File: src/rtl/disp_pkg.sv
// Shared constants, state type and slot helper for the stopwatch display scan controller.
package disp_pkg;

    localparam int NUM_DIG = 7;
    localparam int IDX_W   = 3;

    localparam logic [IDX_W-1:0] SLOT_MT  = 3'd0;
    localparam logic [IDX_W-1:0] SLOT_MO  = 3'd1;
    localparam logic [IDX_W-1:0] SLOT_ST  = 3'd2;
    localparam logic [IDX_W-1:0] SLOT_SO  = 3'd3;
    localparam logic [IDX_W-1:0] SLOT_MSH = 3'd4;
    localparam logic [IDX_W-1:0] SLOT_MST = 3'd5;
    localparam logic [IDX_W-1:0] SLOT_MSO = 3'd6;

    localparam int         MAX_MIN_SEC = 59;
    localparam int         MAX_MS      = 999;
    localparam logic [3:0] BLANK       = 4'hF;

    typedef enum logic {
        IDLE = 1'b0,
        SCAN = 1'b1
    } state_t;

    function automatic logic [NUM_DIG-1:0] slot_onehot(input logic [IDX_W-1:0] idx);
        return NUM_DIG'(1) << idx;
    endfunction

endpackage

File: src/rtl/bin2bcd3.sv
// Combinational binary to three-digit BCD; input expected in 0..999.
module bin2bcd3 (
    input  logic [9:0] bin,
    output logic [3:0] hun,
    output logic [3:0] ten,
    output logic [3:0] one
);

    assign hun = 4'(bin / 10'd100);
    assign ten = 4'((bin % 10'd100) / 10'd10);
    assign one = 4'(bin % 10'd10);

endmodule

File: src/rtl/disp_scan_ctrl.sv
// 7-digit MM SS mmm display scanner with per-frame coherent snapshot.
// Optional macro LEAD_ZERO_BLANK_EN blanks the minute-tens digit when it is zero.
//
// state | meaning
// IDLE  | display blank, waiting for first tick to capture and show slot 0
// SCAN  | walking slots 0..6, one per tick; snapshot reloads at frame wrap
module disp_scan_ctrl
    import disp_pkg::*;
#(
    parameter int SCAN_DIV = 50000
) (
    input  logic               clk,
    input  logic               rst_n,
    input  logic               en,
    input  logic               hold,
    input  logic [7:0]         m,
    input  logic [7:0]         s,
    input  logic [9:0]         ms,
    output logic [3:0]         digit,
    output logic [NUM_DIG-1:0] an,
    output logic               dp,
    output logic               frame_start,
    output logic               range_err
);

    localparam int             CNT_W   = $clog2(SCAN_DIV);
    localparam logic [CNT_W-1:0] CNT_MAX = CNT_W'(SCAN_DIV - 1);

    logic [CNT_W-1:0] cnt;
    state_t           state, state_nxt;
    logic [IDX_W-1:0] idx, idx_nxt;
    logic [5:0]       snap_m, snap_s, snap_m_nxt, snap_s_nxt;
    logic [9:0]       snap_ms, snap_ms_nxt;

    logic             tick, capture, drive, fs_nxt, err_nxt;
    logic [5:0]       cl_m, cl_s;
    logic [9:0]       cl_ms;
    logic             clamp_any;

    logic [9:0]       ms_sel_val;
    logic [3:0]       sel_hun_unused, sel_ten, sel_one;
    logic [3:0]       ms_hun, ms_ten, ms_one;

    logic [3:0]         dig_nxt;
    logic [NUM_DIG-1:0] an_nxt;
    logic               dp_nxt;

    assign tick = en && (cnt == CNT_MAX);

    assign cl_m      = (m  > 8'(MAX_MIN_SEC)) ? 6'(MAX_MIN_SEC) : m[5:0];
    assign cl_s      = (s  > 8'(MAX_MIN_SEC)) ? 6'(MAX_MIN_SEC) : s[5:0];
    assign cl_ms     = (ms > 10'(MAX_MS))     ? 10'(MAX_MS)     : ms;
    assign clamp_any = (m > 8'(MAX_MIN_SEC)) || (s > 8'(MAX_MIN_SEC)) || (ms > 10'(MAX_MS));

    always_comb begin
        state_nxt = state;
        idx_nxt   = idx;
        capture   = 1'b0;
        drive     = 1'b0;
        fs_nxt    = 1'b0;
        if (tick) begin
            drive = 1'b1;
            case (state)
                IDLE: begin
                    capture   = 1'b1;
                    idx_nxt   = SLOT_MT;
                    fs_nxt    = 1'b1;
                    state_nxt = SCAN;
                end
                SCAN: begin
                    if (idx == SLOT_MSO) begin
                        idx_nxt = SLOT_MT;
                        capture = !hold;
                        fs_nxt  = 1'b1;
                    end else begin
                        idx_nxt = idx + 3'd1;
                    end
                end
                default: state_nxt = IDLE;
            endcase
        end
    end

    // Slot 0 of a new frame must show the snapshot being captured on this same edge.
    assign snap_m_nxt  = capture ? cl_m  : snap_m;
    assign snap_s_nxt  = capture ? cl_s  : snap_s;
    assign snap_ms_nxt = capture ? cl_ms : snap_ms;
    assign err_nxt     = capture ? clamp_any : range_err;

    assign ms_sel_val = (idx_nxt == SLOT_MT || idx_nxt == SLOT_MO) ? {4'd0, snap_m_nxt}
                                                                   : {4'd0, snap_s_nxt};

    bin2bcd3 u_bcd_ms_sel (
        .bin (ms_sel_val),
        .hun (sel_hun_unused),
        .ten (sel_ten),
        .one (sel_one)
    );

    bin2bcd3 u_bcd_msec (
        .bin (snap_ms_nxt),
        .hun (ms_hun),
        .ten (ms_ten),
        .one (ms_one)
    );

    always_comb begin
        dig_nxt = BLANK;
        an_nxt  = slot_onehot(idx_nxt);
        dp_nxt  = (idx_nxt == SLOT_MO) || (idx_nxt == SLOT_SO);
        case (idx_nxt)
            SLOT_MT, SLOT_ST: dig_nxt = sel_ten;
            SLOT_MO, SLOT_SO: dig_nxt = sel_one;
            SLOT_MSH:         dig_nxt = ms_hun;
            SLOT_MST:         dig_nxt = ms_ten;
            SLOT_MSO:         dig_nxt = ms_one;
            default:          dig_nxt = BLANK;
        endcase
`ifdef LEAD_ZERO_BLANK_EN
        if (idx_nxt == SLOT_MT && sel_ten == 4'd0) begin
            an_nxt  = '0;
            dig_nxt = BLANK;
        end
`endif
    end

    always_ff @(posedge clk) begin
        if (!rst_n) begin
            cnt         <= '0;
            state       <= IDLE;
            idx         <= SLOT_MT;
            snap_m      <= '0;
            snap_s      <= '0;
            snap_ms     <= '0;
            range_err   <= 1'b0;
            frame_start <= 1'b0;
            digit       <= BLANK;
            an          <= '0;
            dp          <= 1'b0;
        end else begin
            if (en) begin
                cnt <= tick ? '0 : cnt + 1'b1;
            end
            state       <= state_nxt;
            idx         <= idx_nxt;
            snap_m      <= snap_m_nxt;
            snap_s      <= snap_s_nxt;
            snap_ms     <= snap_ms_nxt;
            range_err   <= err_nxt;
            frame_start <= fs_nxt;
            if (drive) begin
                digit <= dig_nxt;
                an    <= an_nxt;
                dp    <= dp_nxt;
            end
        end
    end

endmodule
File: config.mk
export PLATFORM = sky130hd
export DESIGN_NAME = disp_scan_ctrl
export DESIGN_NICKNAME = d
export VERILOG_FILES = /design/src/rtl/disp_pkg.sv /design/src/rtl/bin2bcd3.sv /design/src/rtl/disp_scan_ctrl.sv
export SDC_FILE = /design/constraint.sdc
export NUM_CORES = 1
export LEC_CHECK = 0
export CAP_MARGIN = 40
export CORE_MARGIN = 8
export CORE_UTILIZATION = 46
export CTS_CLUSTER_DIAMETER = 50
export DETAILED_ROUTE_END_ITERATION = 10
export PLACE_DENSITY_LB_ADDON = 0.1
export SYNTH_ARGS = -nofsm -noshare
export SYNTH_HDL_FRONTEND = slang
export SYNTH_SLANG_ARGS = --single-unit
File: constraint.sdc
create_clock -name clk -period 17.8 [get_ports clk]
set_input_delay 3.56 -clock clk [delete_from_list [all_inputs] [get_ports clk]]
set_output_delay 3.56 -clock clk [all_outputs]
set_load 0.1 [all_outputs]
Word-level counts from Yosys, hierarchy flattened

Cells that the tools add are included.

Input bits: 30
Output and inout port bits: 14
Bits in registers: 56

Magnitude comparators: 3
Shift-type cells: 1
Reductions and logical operators: 10
Eq/ne operators: 8
Bitwise gates (word level): 1
Div/mod/pow operators: 7
Muxes and demuxes: 18
Add/sub/neg operators: 2

Operator list:

| kind                                                                     | number |
|---|---|
| 6-bit 2-to-1 mux                                                         | 5 |
| 10-bit by 4-bit divider with 10-bit output, second input constant        | 2 |
| 10-bit by 4-bit remainder unit with 10-bit output, second input constant | 2 |
| 10-bit by 7-bit remainder unit with 10-bit output, second input constant | 2 |
| 10-bit 2-to-1 mux                                                        | 2 |
| 4-bit case mux with 5 select lines                                       | 1 |
| 16-bit by 1-bit adder with 16-bit output, second input constant          | 1 |
| 16-bit == test, second input constant                                    | 1 |
| 8-bit by 6-bit > comparator with 1-bit output, second input constant     | 2 |
| 16-bit 2-to-1 mux                                                        | 1 |
| 3-bit == test, second input constant                                     | 4 |
| 10-bit by 7-bit divider with 10-bit output, second input constant        | 1 |
| 10-bit > comparator, second input constant                               | 1 |
| 1-bit by 3-bit << shifter with 7-bit output, first input constant        | 1 |
| 3-bit by 2-bit == test with 1-bit output, second input constant          | 2 |
| 3-bit 2-to-1 mux                                                         | 2 |
| 3-bit case mux with 2 select lines                                       | 1 |
| 1-bit logical OR                                                         | 4 |
| 1-bit 2-to-1 mux                                                         | 4 |
| 1-bit case mux with 2 select lines                                       | 2 |
| 2-bit OR reduction                                                       | 2 |
| 3-bit by 1-bit adder with 3-bit output, second input constant            | 1 |
| 3-bit by 1-bit == test with 1-bit output, second input constant          | 1 |
| 3-bit zero test                                                          | 1 |
| other kinds (4)                                                          | 4 |

Longest topological paths before layout

Word-level depth: 10
Depth in mapped cells: 23
Depth with buffers taken out: 21

Modules after synthesis

From an unflattened synthesis, not the netlist that was laid out.

Cell total of the unflattened synthesis: 776
Area, all modules: 5,759.3 µm²

By module, submodules not included:

| module         | cells each | instances | sequential area each (µm²) | area each (µm²) |
|---|---|---|---|---|
| bin2bcd3       | 237        | 2         | 0.0                        | 1,498.9 |
| disp_scan_ctrl | 302        | 1         | 1,121.1                    | 2,761.4 |

Worst setup path after synthesis

No wires, ideal clock.

Path type: input -> register
From: input port en
To: register digit[0]
Setup slack: 9.631 ns
Stages on the path: 23
Required time: 17.672 ns
Data arrival time: 8.041 ns
Path through: clkbuf_1 > nand4_1 > nor4_4 > mux2_4 > and2_4 > buf_6 > a211oi_1 > o22ai_2 > mux2i_4 > a21oi_2 > a31oi_1 > inv_1 > ha_1 > nor2_1 > o21ai_2 > a21oi_2 > mux2_2 > buf_4 > nand4_1 > o311ai_0 > o21bai_1 > a2111oi_2 > a31oi_1

Word-level cells in the longest chain between the ends: 8
Elaborated cells on any way between the ends: 26
Those cells by class: 7 x div; 6 x eq/ne; 8 x mux; 5 x reduce/logical

Ends and longest elaborated chain:

| element                                                                     | line                                        | source |
|---|---|---|
| start, declared                                                             | disp_scan_ctrl.sv:14                        | `input logic en,` |
| 1-bit logical AND (*)                                                       | disp_scan_ctrl.sv:48                        | `assign tick = en && (cnt == CNT_MAX);` |
| 3-bit 2-to-1 mux                                                            | disp_scan_ctrl.sv:61                        | `if (tick) begin` |
| 3-bit by 1-bit == test with 1-bit output or 3-bit zero test (tied branches) | disp_scan_ctrl.sv:90, disp_scan_ctrl.sv:111 |  |
| 1-bit logical OR                                                            | disp_scan_ctrl.sv:90                        | `assign ms_sel_val = (idx_nxt == SLOT_MT \|\| idx_nxt == SLOT_MO) ? {4'd0, snap_m_nxt}` |
| 6-bit 2-to-1 mux                                                            | disp_scan_ctrl.sv:90                        |  |
| 10-bit by 7-bit remainder unit with 10-bit output                           | bin2bcd3.sv:10                              | `assign ten = 4'((bin % 10'd100) / 10'd10);` |
| 10-bit by 4-bit divider with 10-bit output                                  | bin2bcd3.sv:10                              |  |
| 4-bit case mux with 5 select lines                                          | disp_scan_ctrl.sv:111                       | `case (idx_nxt)` |
| end signal, assigned                                                        | disp_scan_ctrl.sv:152                       | `digit <= dig_nxt;` |
| end, declared                                                               | disp_scan_ctrl.sv:19                        | `output logic [3:0] digit,` |

Every way passes the cells marked *; elsewhere a longest branch is shown, timed or not.
A chain may end at the register's enable or synchronous reset.

Worst setup path after layout

Same ends and word-level chain as after synthesis.

==> results <==
- The total power consumption of the routed design is 0.216 mW.
- In this run the biggest area consumer among cell types represents 21.7% of the synthesized area.
- For the worst setup path, the data arrival time is 9.38 ns.
- The net switching power figure is 0.0502 mW.
- The clock share of power is 35.0%.
- The full die area is 0.0149 mm^2.
- The y dimension of the die is 122 um.
- The top flip-flop cell by instance count after synthesis is sky130_fd_sc_hd__dfxtp_1.
- The total CTS buffers is 5.
- The growth of design area from synthesis to finish is 15.9%.
- The total via count in the routed design is approximately 5500.
- The largest stage delay on the critical path is 0.64 ns.
- The class of the tightest hold or removal check is reg2reg.
- The switching part of the total is 23.3%.
- In the layout the commonest cells are sky130_fd_sc_hd__nor2_1 (81), sky130_fd_sc_hd__nand2_1 (71), sky130_fd_sc_hd__dfxtp_1 (56), sky130_fd_sc_hd__clkdlybuf4s50_1 (43), sky130_fd_sc_hd__o21ai_0 (42).
- In this run the static leakage power is 2.09 nW.
- The kind of end point of the critical path is a flip-flop.
- Summing all multi-input logic gate instances after layout gives between 0.003 and 0.004 mm^2.
- Input and output buffers added on the ports amount to 43.
- The number of resized instances in the post-cts repair step is 0.
- After the first detailed-routing iteration, the DRC count stood at 487.
- The share of async-settable or async-resettable flops after synthesis is 0%.
- The routed wire length is around 16000 um.
- The headroom to the max-slew limit is between 30% and 40%.
- The tool flagged a number of max-cap violations equal to 0.
- Synthesis produced around 700 cells.
- The power share of the combinational group is 6.6%.
- The count of flip-flops with a built-in enable after synthesis is 0.
- The flow ran to the end, and the final reports show no timing, DRC or antenna violations.
- The number of global-route vias before repair was 5135.
- The post-synthesis sequential element count is 56.
- The post-synthesis cell area is 0.00516 mm^2.
- Entering global routing, the biggest net connects 42 pins.
- The insertion delay to the later sink of the worst-skew pair is 0.32 ns.
- The instance count after placement with tap cells included is 873.
- The die is 122 um wide.
- The slowest stage of the critical path belongs to the cell sky130_fd_sc_hd__o21ai_2.
- Cells with a size suffix above 1 make up 9.58% of the layout.
- The peak supply drop is 0.0000309 V.
- The synthesis warning total is 0.
- The initial core utilization is 47.4%.
- For this run the aggregate overflow at the end of global routing stands at 0.
- The power per cell area is around 36 mW/mm^2.
- Of the total power, registers draw 58.4%.
- The pre-CTS setup slack is 8.35 ns.
- The initial antenna violation count is 0.
- After clock tree synthesis, the clock-pin slew on the worst setup and hold paths is 0.10 ns.
- The number of inserted diodes is 0.
- For this run, the post-layout net count is about 780.
- The number of clock sinks seen by CTS is 56.
- In this run, post-CTS hold repair placed 0 buffers.
- Setup violations remaining at the end of the flow were counted as 0.
- The library cell used most frequently in the layout, excluding fill and tap cells, is sky130_fd_sc_hd__nor2_1.
- The worst-case hold slack is 0.471 ns.
- The minimum period implied by the final worst setup slack is around 9 ns.
- The deepest clock path buffer count is 2.
- Counting both buffers and inverters, the worst setup path holds a total of 2.
- In this run the clock root is driven by a sky130_fd_sc_hd__clkbuf_8.
- Setup slack closes at around 8.6 ns.
- The number of failing hold endpoints at the final stage is 0.
- In this run the number of H-tree levels came out at 2.
- The weighted congestion reported at the end of routability-driven placement is 0.973.
- The placed wire-length estimate is 12100 um.
- The count of pins over their slew limit came to 0.
- Setup total negative slack on the finished layout was measured at 0 ns.
- The sequential share of the synthesized area is 21.7%.
- The highest clock rate is approximately 110 MHz.
- After layout, the worst path uses 51.6% of the clock period.
- On the final layout, the worst clock skew is ~0.0064 ns.
- The count of buffers added by post-CTS timing repair for setup is 0.
- In the post-synthesis netlist, the biggest area contributors are sky130_fd_sc_hd__dfxtp_1 (22%), sky130_fd_sc_hd__nor2_1 (5.9%), sky130_fd_sc_hd__nand2_1 (5.2%), sky130_fd_sc_hd__o21ai_0 (4.1%), sky130_fd_sc_hd__a21oi_1 (4.0%).
- The CTS tree is yes.
- The number of detailed-routing iterations run before antenna repair is 5.
- The largest area contributor in the synthesized netlist is sky130_fd_sc_hd__dfxtp_1.
- The kind of start point of the critical path is an input pin.
- The overall fraction of global-route tracks in use is 21.2%.
- The average wire length per cell after detail routing is between 15 and 20 um.
- The total I/O pin count is 44.
- At the pin with the least slew margin, the transition time is between 0.9 and 1 ns.
- The number of nets in the synthesized netlist is around 740.
- Setup repair after global routing left no endpoint under its margin.
- The number of placement rows is 38.
- The number of nets with antenna violations after detailed routing is 0.
- The count of filler cells inserted in the layout is ~1000.
- The area of the core region is around 0.011 mm^2.
- Of all nets on the critical path, the largest fanout is 19.
- The number of different library cells used by synthesis comes to 91.
- At the worst endpoint, the required time is 18.00 ns.
- The area taken by flip-flops and latches is 0.00112 mm^2.
- After detailed routing, the number of remaining DRC violations is 0.
- After detailed routing, the number of vias per cell comes to 6.19.
- The non-filler instance count after layout is 881.
- The internal power summed over all cells is between 0.15 and 0.2 mW.
- The mean post-synth cell area is 7.37 um^2.
- The worst setup path is of the in2reg kind.
- The first global-routing pass estimated 25800 um of wire.
- The cell class contributing the biggest share of worst-path delay is compound AO/OA/AOI/OAI gates.
- The critical path goes through clkdlybuf4s50_1, nand4_1, nor4_4, nand2_2, o21ai_2, o31ai_1, o22ai_2, mux2i_4, a21oi_2, a31oi_1, inv_1, ha_1, nor2_1, o21ai_2, a21oi_2, mux2_2, nand4_1, o311ai_0, o21bai_1, a2111oi_2, a31oi_1.
-- power groups by stage --
stage	Combinational, mW	Sequential (mW)	Clock, mW
after floorplan	0.00546	0.129	0
after global placement	0.0140	0.129	0
after detailed placement	0.0141	0.129	0
after CTS	0.0142	0.126	0.0778
after global routing	0.0153	0.126	0.0816
final	0.0142	0.126	0.0756
-- worst paths after layout --
| kind | slack (ns) | startpoint | depth (start not counted) | endpoint |
|---|---|---|---|---|
| setup / recovery | 8.61 | en | 21 | digit[0] |
| hold / removal | 0.47 | an[3] | 2 | an[3] |
| setup reg to reg | 11.69 | cnt[5] | 20 | digit[0] |
| hold reg to reg | 0.47 | an[3] | 2 | an[3] |
-- cell type report --
type	instances	area share [%]
Clock buffer	6	1.38
Clock inverter	2	0.230
Inverter	9	0.564
Multi-Input combinational cell	603	64.5
Sequential cell	56	18.7
Tap cell	140	2.93
Timing Repair Buffer	65	11.7
-- flip-flops by register name, indices dropped and copies added, names as in the netlist --
signal / flops
snap_s: 6
state: 1
frame_start: 1
digit: 4
snap_m: 6
snap_ms: 10
range_err: 1
dp: 1
idx: 3
cnt: 16
an: 7
-- cells by family after synthesis --
group | count (synthesis) | synth area share, %
AO/OA/AOI/OAI | 208 | 28.8
multiplexers | 22 | 4.75
AND/OR/NAND/NOR | 343 | 35.5
adder cells (fa/ha/maj) | 9 | 2.04
buffers and inverters | 42 | 3.59
flip-flops | 56 | 21.7
XOR/XNOR | 21 | 3.56
-- worst register-to-register path: cells and delay by family (launching register included) --
family	cells	cell delay (ns)
buffers and inverters	1	0.14
AND/OR/NAND/NOR	5	1.75
AO/OA/AOI/OAI	11	2.59
flip-flops	1	0.39
adder cells (fa/ha/maj)	1	0.22
multiplexers	2	0.90
-- metrics by stage --
| stage | area [um^2] | util (%) |
|---|---|---|
| global route | 5980 | 55.0 |
| CTS | 5980 | 55.0 |
| floorplan | 5160 | - |
| finish | 5980 | 55.0 |
| global placement | 5680 | 52.1 |
| detailed placement | 5890 | 54.1 |
-- cells in the mapped netlist, types with 5 or more instances --
| cell | instances |
|---|---|
| sky130_fd_sc_hd__nand3b_1 | 5 |
| sky130_fd_sc_hd__nand4_1 | 10 |
| sky130_fd_sc_hd__a21o_1 | 8 |
| sky130_fd_sc_hd__o21ai_0 | 42 |
| sky130_fd_sc_hd__nor4_1 | 7 |
| sky130_fd_sc_hd__a21oi_1 | 41 |
| sky130_fd_sc_hd__nor3b_1 | 5 |
| sky130_fd_sc_hd__o211a_1 | 6 |
| sky130_fd_sc_hd__a21boi_0 | 9 |
| sky130_fd_sc_hd__a31oi_1 | 10 |
| sky130_fd_sc_hd__nor2_1 | 81 |
| sky130_fd_sc_hd__o22ai_1 | 8 |
| sky130_fd_sc_hd__and3_1 | 17 |
| sky130_fd_sc_hd__or3_1 | 10 |
| sky130_fd_sc_hd__a211oi_1 | 10 |
| sky130_fd_sc_hd__nor4b_1 | 5 |
| sky130_fd_sc_hd__nor2b_1 | 23 |
| sky130_fd_sc_hd__nand2_1 | 71 |
| sky130_fd_sc_hd__dfxtp_1 | 56 |
| sky130_fd_sc_hd__nand2b_1 | 8 |
| sky130_fd_sc_hd__xor2_1 | 11 |
| sky130_fd_sc_hd__o31ai_1 | 6 |
| sky130_fd_sc_hd__o211ai_1 | 5 |
| sky130_fd_sc_hd__nor3_1 | 29 |
| sky130_fd_sc_hd__mux2i_1 | 14 |
| sky130_fd_sc_hd__o21a_1 | 6 |
| sky130_fd_sc_hd__ha_1 | 6 |
| sky130_fd_sc_hd__and2_1 | 12 |
| sky130_fd_sc_hd__nand3_1 | 26 |
| sky130_fd_sc_hd__mux2_2 | 6 |
| sky130_fd_sc_hd__clkbuf_1 | 27 |
| sky130_fd_sc_hd__xnor2_1 | 10 |
| sky130_fd_sc_hd__inv_1 | 9 |
-- routing by layer --
| layer | share of wire (%) | up-vias | global-route usage [%] |
|---|---|---|---|
| met2 | 46 | 167 | 35.7 |
| li1 | - | 2700 | - |
| met1 | 45 | 2562 | 26.7 |
| met3 | 5.8 | 28 | 3.70 |
| met5 | 0 | - | 0 |
| met4 | 2.7 | 0 | 7.09 |
(Power assumes the default switching activity.)
==> edit 1: new RTL, same settings <==
Add a define of `LEAD_ZERO_BLANK_EN`.
--- a/src/rtl/disp_scan_ctrl.sv
+++ b/src/rtl/disp_scan_ctrl.sv
@@ -5,4 +5,6 @@
 // IDLE  | display blank, waiting for first tick to capture and show slot 0
 // SCAN  | walking slots 0..6, one per tick; snapshot reloads at frame wrap
+`define LEAD_ZERO_BLANK_EN
+
 module disp_scan_ctrl
     import disp_pkg::*;
Check against the original RTL: same outputs for any inputs over 10 cycles, from zero or initial values and one cycle with rst_n low; that may be too few to reach the edited logic, so the function may still have changed.
==> edit 1 against the unedited design <==
  * Area after synthesis decreased by 3.6%
  * Final cell count shrank 6.0%
  * Cell area shrank 2.6%
  * Die area is 3.1% lower
  * Sequential cell count unchanged
  * Total power is 13% higher
  * Global-route usage increased by 0.054 points
  * Wire length shrank 2.8%
  * Critical path type unchanged
  * Worst setup slack better by 0.13 ns
  * Count of clock-buffer cells in the layout down 1
  * Via count decreased by 3.9%
  * Critical endpoint is now digit[2]
==> edit 1: results (changes against the unedited design) <==
Status -> complete, no violations
Largest cells by area after synthesis -> dfxtp_1 23%, nor2_1 6.4%, nand2_1 4.5%
P_leak -> 1.972 nW (-5.4%)
Layout Skew -> 0.007662 ns (+0.001299 ns)
Crit path DAT -> 9.27 ns (-0.11 ns)
Distinct cell type count of the synthesized netlist -> 101 (+11%)
Worst Hold End -> an[1]
Total GRT Usage -> 21.25% (+0.054 points)
Min Hold Slack -> 0.4826 ns (+0.01142 ns)
CP max stage delay -> 0.75 ns (+0.11 ns)
Top post-synthesis cells by count -> 85 x nor2_1, 60 x nand2_1, 56 x dfxtp_1, 44 x a21oi_1, 34 x o21ai_0
Slew @ Worst Pin -> 0.8101 ns (-0.09861 ns)
Post-route met1 wirelength -> 6719 um (-5.8%)
Launch point of the worst reg-to-reg path -> cnt[0]
Wire length on met2 -> 7370 um (+0.66%)
Post-synthesis sequential area ratio -> 22.52% (+0.81 points)
Pre-CTS WS -> 8.506 ns (+0.1574 ns)
Slowest-stage cell, CP -> nor2_4
Post-Route WL -> 15350 um (-2.8%)
HP Start -> an[1]
Layout cell share with drive strength beyond 1 -> 10.61% (+1.0 points)
Placed Area -> 5699 um2 (-3.2%)
DR pass1 iterations -> 6 (+1)
GPL Wtd Cong -> 0.9337 (-4.0%)
Met1 GRT Util -> 27.15% (+0.41 points)
Net count after synthesis -> 697 (-5.4%)
Final worst setup slack -> 8.741 ns (+0.1265 ns)
R2R cell count -> 19 (-5.0%)
CP Max Fanout -> 41 (+22)
1st-iter DRT viols -> 505 (+3.7%)
[edit 1: changes by cell type after synthesis, moves of 6 or more]
cell | unedited run | this run
clkbuf_1 | 27 | 21
mux2i_1 | 14 | 7
inv_1 | 9 | 17
and3_1 | 17 | 4
or3_1 | 10 | 18
buf_2 | 1 | 13
nor3_1 | 29 | 23
a221oi_1 | 0 | 8
o21ai_0 | 42 | 34
o21ai_1 | 2 | 12
nand2_1 | 71 | 60
a21boi_0 | 9 | 2
nor2b_1 | 23 | 4
[edit 1: kinds of logic (layout without fill, tap and decap cells)]
family	Yosys count	after routing	synth area share [%]
DFF	56	56	22.52
AOI/OAI and AO/OA	215	215	33.13
buffers and inverters	60	85	5.681
adders and majority gates	6	6	1.433
and+or+nand+nor	293	293	30.95
xor gates and xnor gates	23	23	4.198
muxes	10	10	2.086
[edit 1: final cells by class]
cell class / instances / area, um2
fill: 1006 / 4870
inverter: 17 / 63.81
clock buffer: 5 / 68.82
clock inverter: 2 / 60.06
tap: 140 / 175.2
timing repair buffer: 61 / 760.7
sequential: 56 / 1121
multi-input combinational: 547 / 3578
[edit 1: tightest hold or removal path, delay by kind of cell (launching register included)]
| kind | cells | cell delay [ns] |
|---|---|---|
| AO/OA/AOI/OAI | 1 | 0.05 |
| flip-flops | 1 | 0.34 |
| AND/OR/NAND/NOR | 1 | 0.05 |
[edit 1: where the power goes]
| part | total, W | internal (W) | switching, W | leakage (nW) |
|---|---|---|---|---|
| clock | 0.0000979 | 0.0000554 | 0.0000425 | 0.0642 |
| combinational | 0.0000189 | 0.00000872 | 0.0000102 | 1.46 |
| sequential | 0.000126 | 0.000126 | 0.000000441 | 0.451 |
==> edit 2: new RTL, same settings <==
Without the edit above. The output `frame_start` loses its register stage (`frame_start` becomes a continuous assignment).
--- a/src/rtl/disp_scan_ctrl.sv
+++ b/src/rtl/disp_scan_ctrl.sv
@@ -134,5 +134,4 @@
             snap_ms     <= '0;
             range_err   <= 1'b0;
-            frame_start <= 1'b0;
             digit       <= BLANK;
             an          <= '0;
@@ -148,5 +147,4 @@
             snap_ms     <= snap_ms_nxt;
             range_err   <= err_nxt;
-            frame_start <= fs_nxt;
             if (drive) begin
                 digit <= dig_nxt;
@@ -157,3 +155,5 @@
     end
 
+    assign frame_start = fs_nxt;
+
 endmodule
Check against the original RTL: no difference found for any inputs over 10 cycles, from zero or initial values and one cycle with rst_n low; that may be too few to reach the edited logic, so the function may still have changed.
==> edit 2 against the unedited design <==
  * Clock power up 40%
  * Total power increased by 15%
  * Wire length up 5.4%
  * Sequential cell count down 1
  * Worst setup slack improved by 0.057 ns
  * Critical path depth fell by 1
  * Largest cell class unchanged
  * Cell area grew 3.7%
  * Highest routed layer unchanged
  * Area after synthesis grew 4.0%
  * Critical path type unchanged
==> edit 2: results (changes against the unedited design) <==
Detailed placement HPWL -> 12630 um (+3.9%)
P_leak -> 2.140 nW (+2.6%)
First-pass GRT wire length -> 26730 um (+3.8%)
Antenna Nets Post-Route -> 0 (unchanged)
Clock transition at path regs -> 0.08 ns (-0.02 ns)
DR vias -> 5655 (+3.6%)
Post-Route WL -> 16660 um (+5.4%)
Synth Area in Adders -> 1.607% (-0.43 points)
XOR/XNOR share of the synthesized area -> 3.727% (+0.17 points)
GPL Wtd Cong -> 0.9614 (-1.2%)
1st-iter DRT viols -> 553 (+14%)
Relative slew slack -> 40.73% (+1.5 points)
Crit path DAT -> 9.30 ns (-0.08 ns)
Layout Skew -> 0.008183 ns (+0.001820 ns)
Top post-synthesis cells by count -> 74 x nor2_1, 63 x a21oi_1, 56 x nand2_1, 55 x dfxtp_1, 35 x o21ai_0
Avg Inst Size Synth -> 7.555 um2 (+2.6%)
Distinct cell type count of the synthesized netlist -> 100 (+9.9%)
Clock latency on the worst-skew pair -> 0.30 ns (-0.02 ns)
Slowest-stage cell, CP -> a2111oi_2
Largest net degree at the start of global routing -> 48 (+14%)
Status -> complete, no violations
VDD IR max -> 53.46 uV (+73%)
Fill count -> 1061 (+2.9%)
Largest cells by area after synthesis -> dfxtp_1 20%, a21oi_1 5.9%, nor2_1 5.2%
Layout Cells excl Fill -> 882 (+0.11%)
CP Max Fanout -> 40 (+21)
Post-synthesis sequential area ratio -> 20.50% (-1.2 points)
Compound-cell area share of the yosys netlist -> 34.89% (+6.1 points)
Number of global-route vias before repair -> 5154 (+0.37%)
## edit 2: cell count changes after synthesis, sizes merged, moves of 13 or more
cell / delta
and3: -13
buf: +15
nand2: -16
nor2b: -20
a21oi: +23
## edit 2: worst paths after layout
check,cells after the start,start,endpoint,slack [ns]
hold / removal,2,an[2],an[2],0.47
setup / recovery,20,en,digit[0],8.67
hold reg to reg,2,an[2],an[2],0.47
setup reg to reg,19,idx[0],digit[0],11.88
## edit 2: report_power, final
group	switching, W	internal, W
clock	0.0000526	0.0000537
sequential	0.000000317	0.000123
combinational	0.00000912	0.00000822
## edit 2: area by class of cell
class | instances | area (um2) | share of cell area (%)
Tap cell | 143 | 178.9 | 2.884
Sequential cell | 55 | 1101 | 17.75
Inverter | 20 | 75.07 | 1.210
Multi-Input combinational cell | 595 | 3981 | 64.17
Clock buffer | 5 | 125.1 | 2.017
Clock inverter | 3 | 27.53 | 0.4436
Timing Repair Buffer | 61 | 715.7 | 11.53
## edit 2: metrics by stage
step / cell area, um2 / power, W / hold WS, ns / setup WS, ns
final: 6205 / 0.0002472 / 0.4739 / 8.672
after global placement: 5789 / 0.0001433 / 0.4562 / 8.398
after global routing: 6205 / 0.0002552 / 0.5065 / 8.149
after CTS: 6205 / 0.0002489 / 0.4767 / 8.711
after detailed placement: 6052 / 0.0001436 / 0.4698 / 8.425
after floorplan: 5371 / 0.0001336 / 0.4497 / 8.146
## edit 2: layer usage
layer | share of wire (%) | track usage (%)
met1 | 47 | 30.56
met5 | 0 | 0
met4 | 1.5 | 4.535
met2 | 46 | 34.17
met3 | 5.6 | 2.584
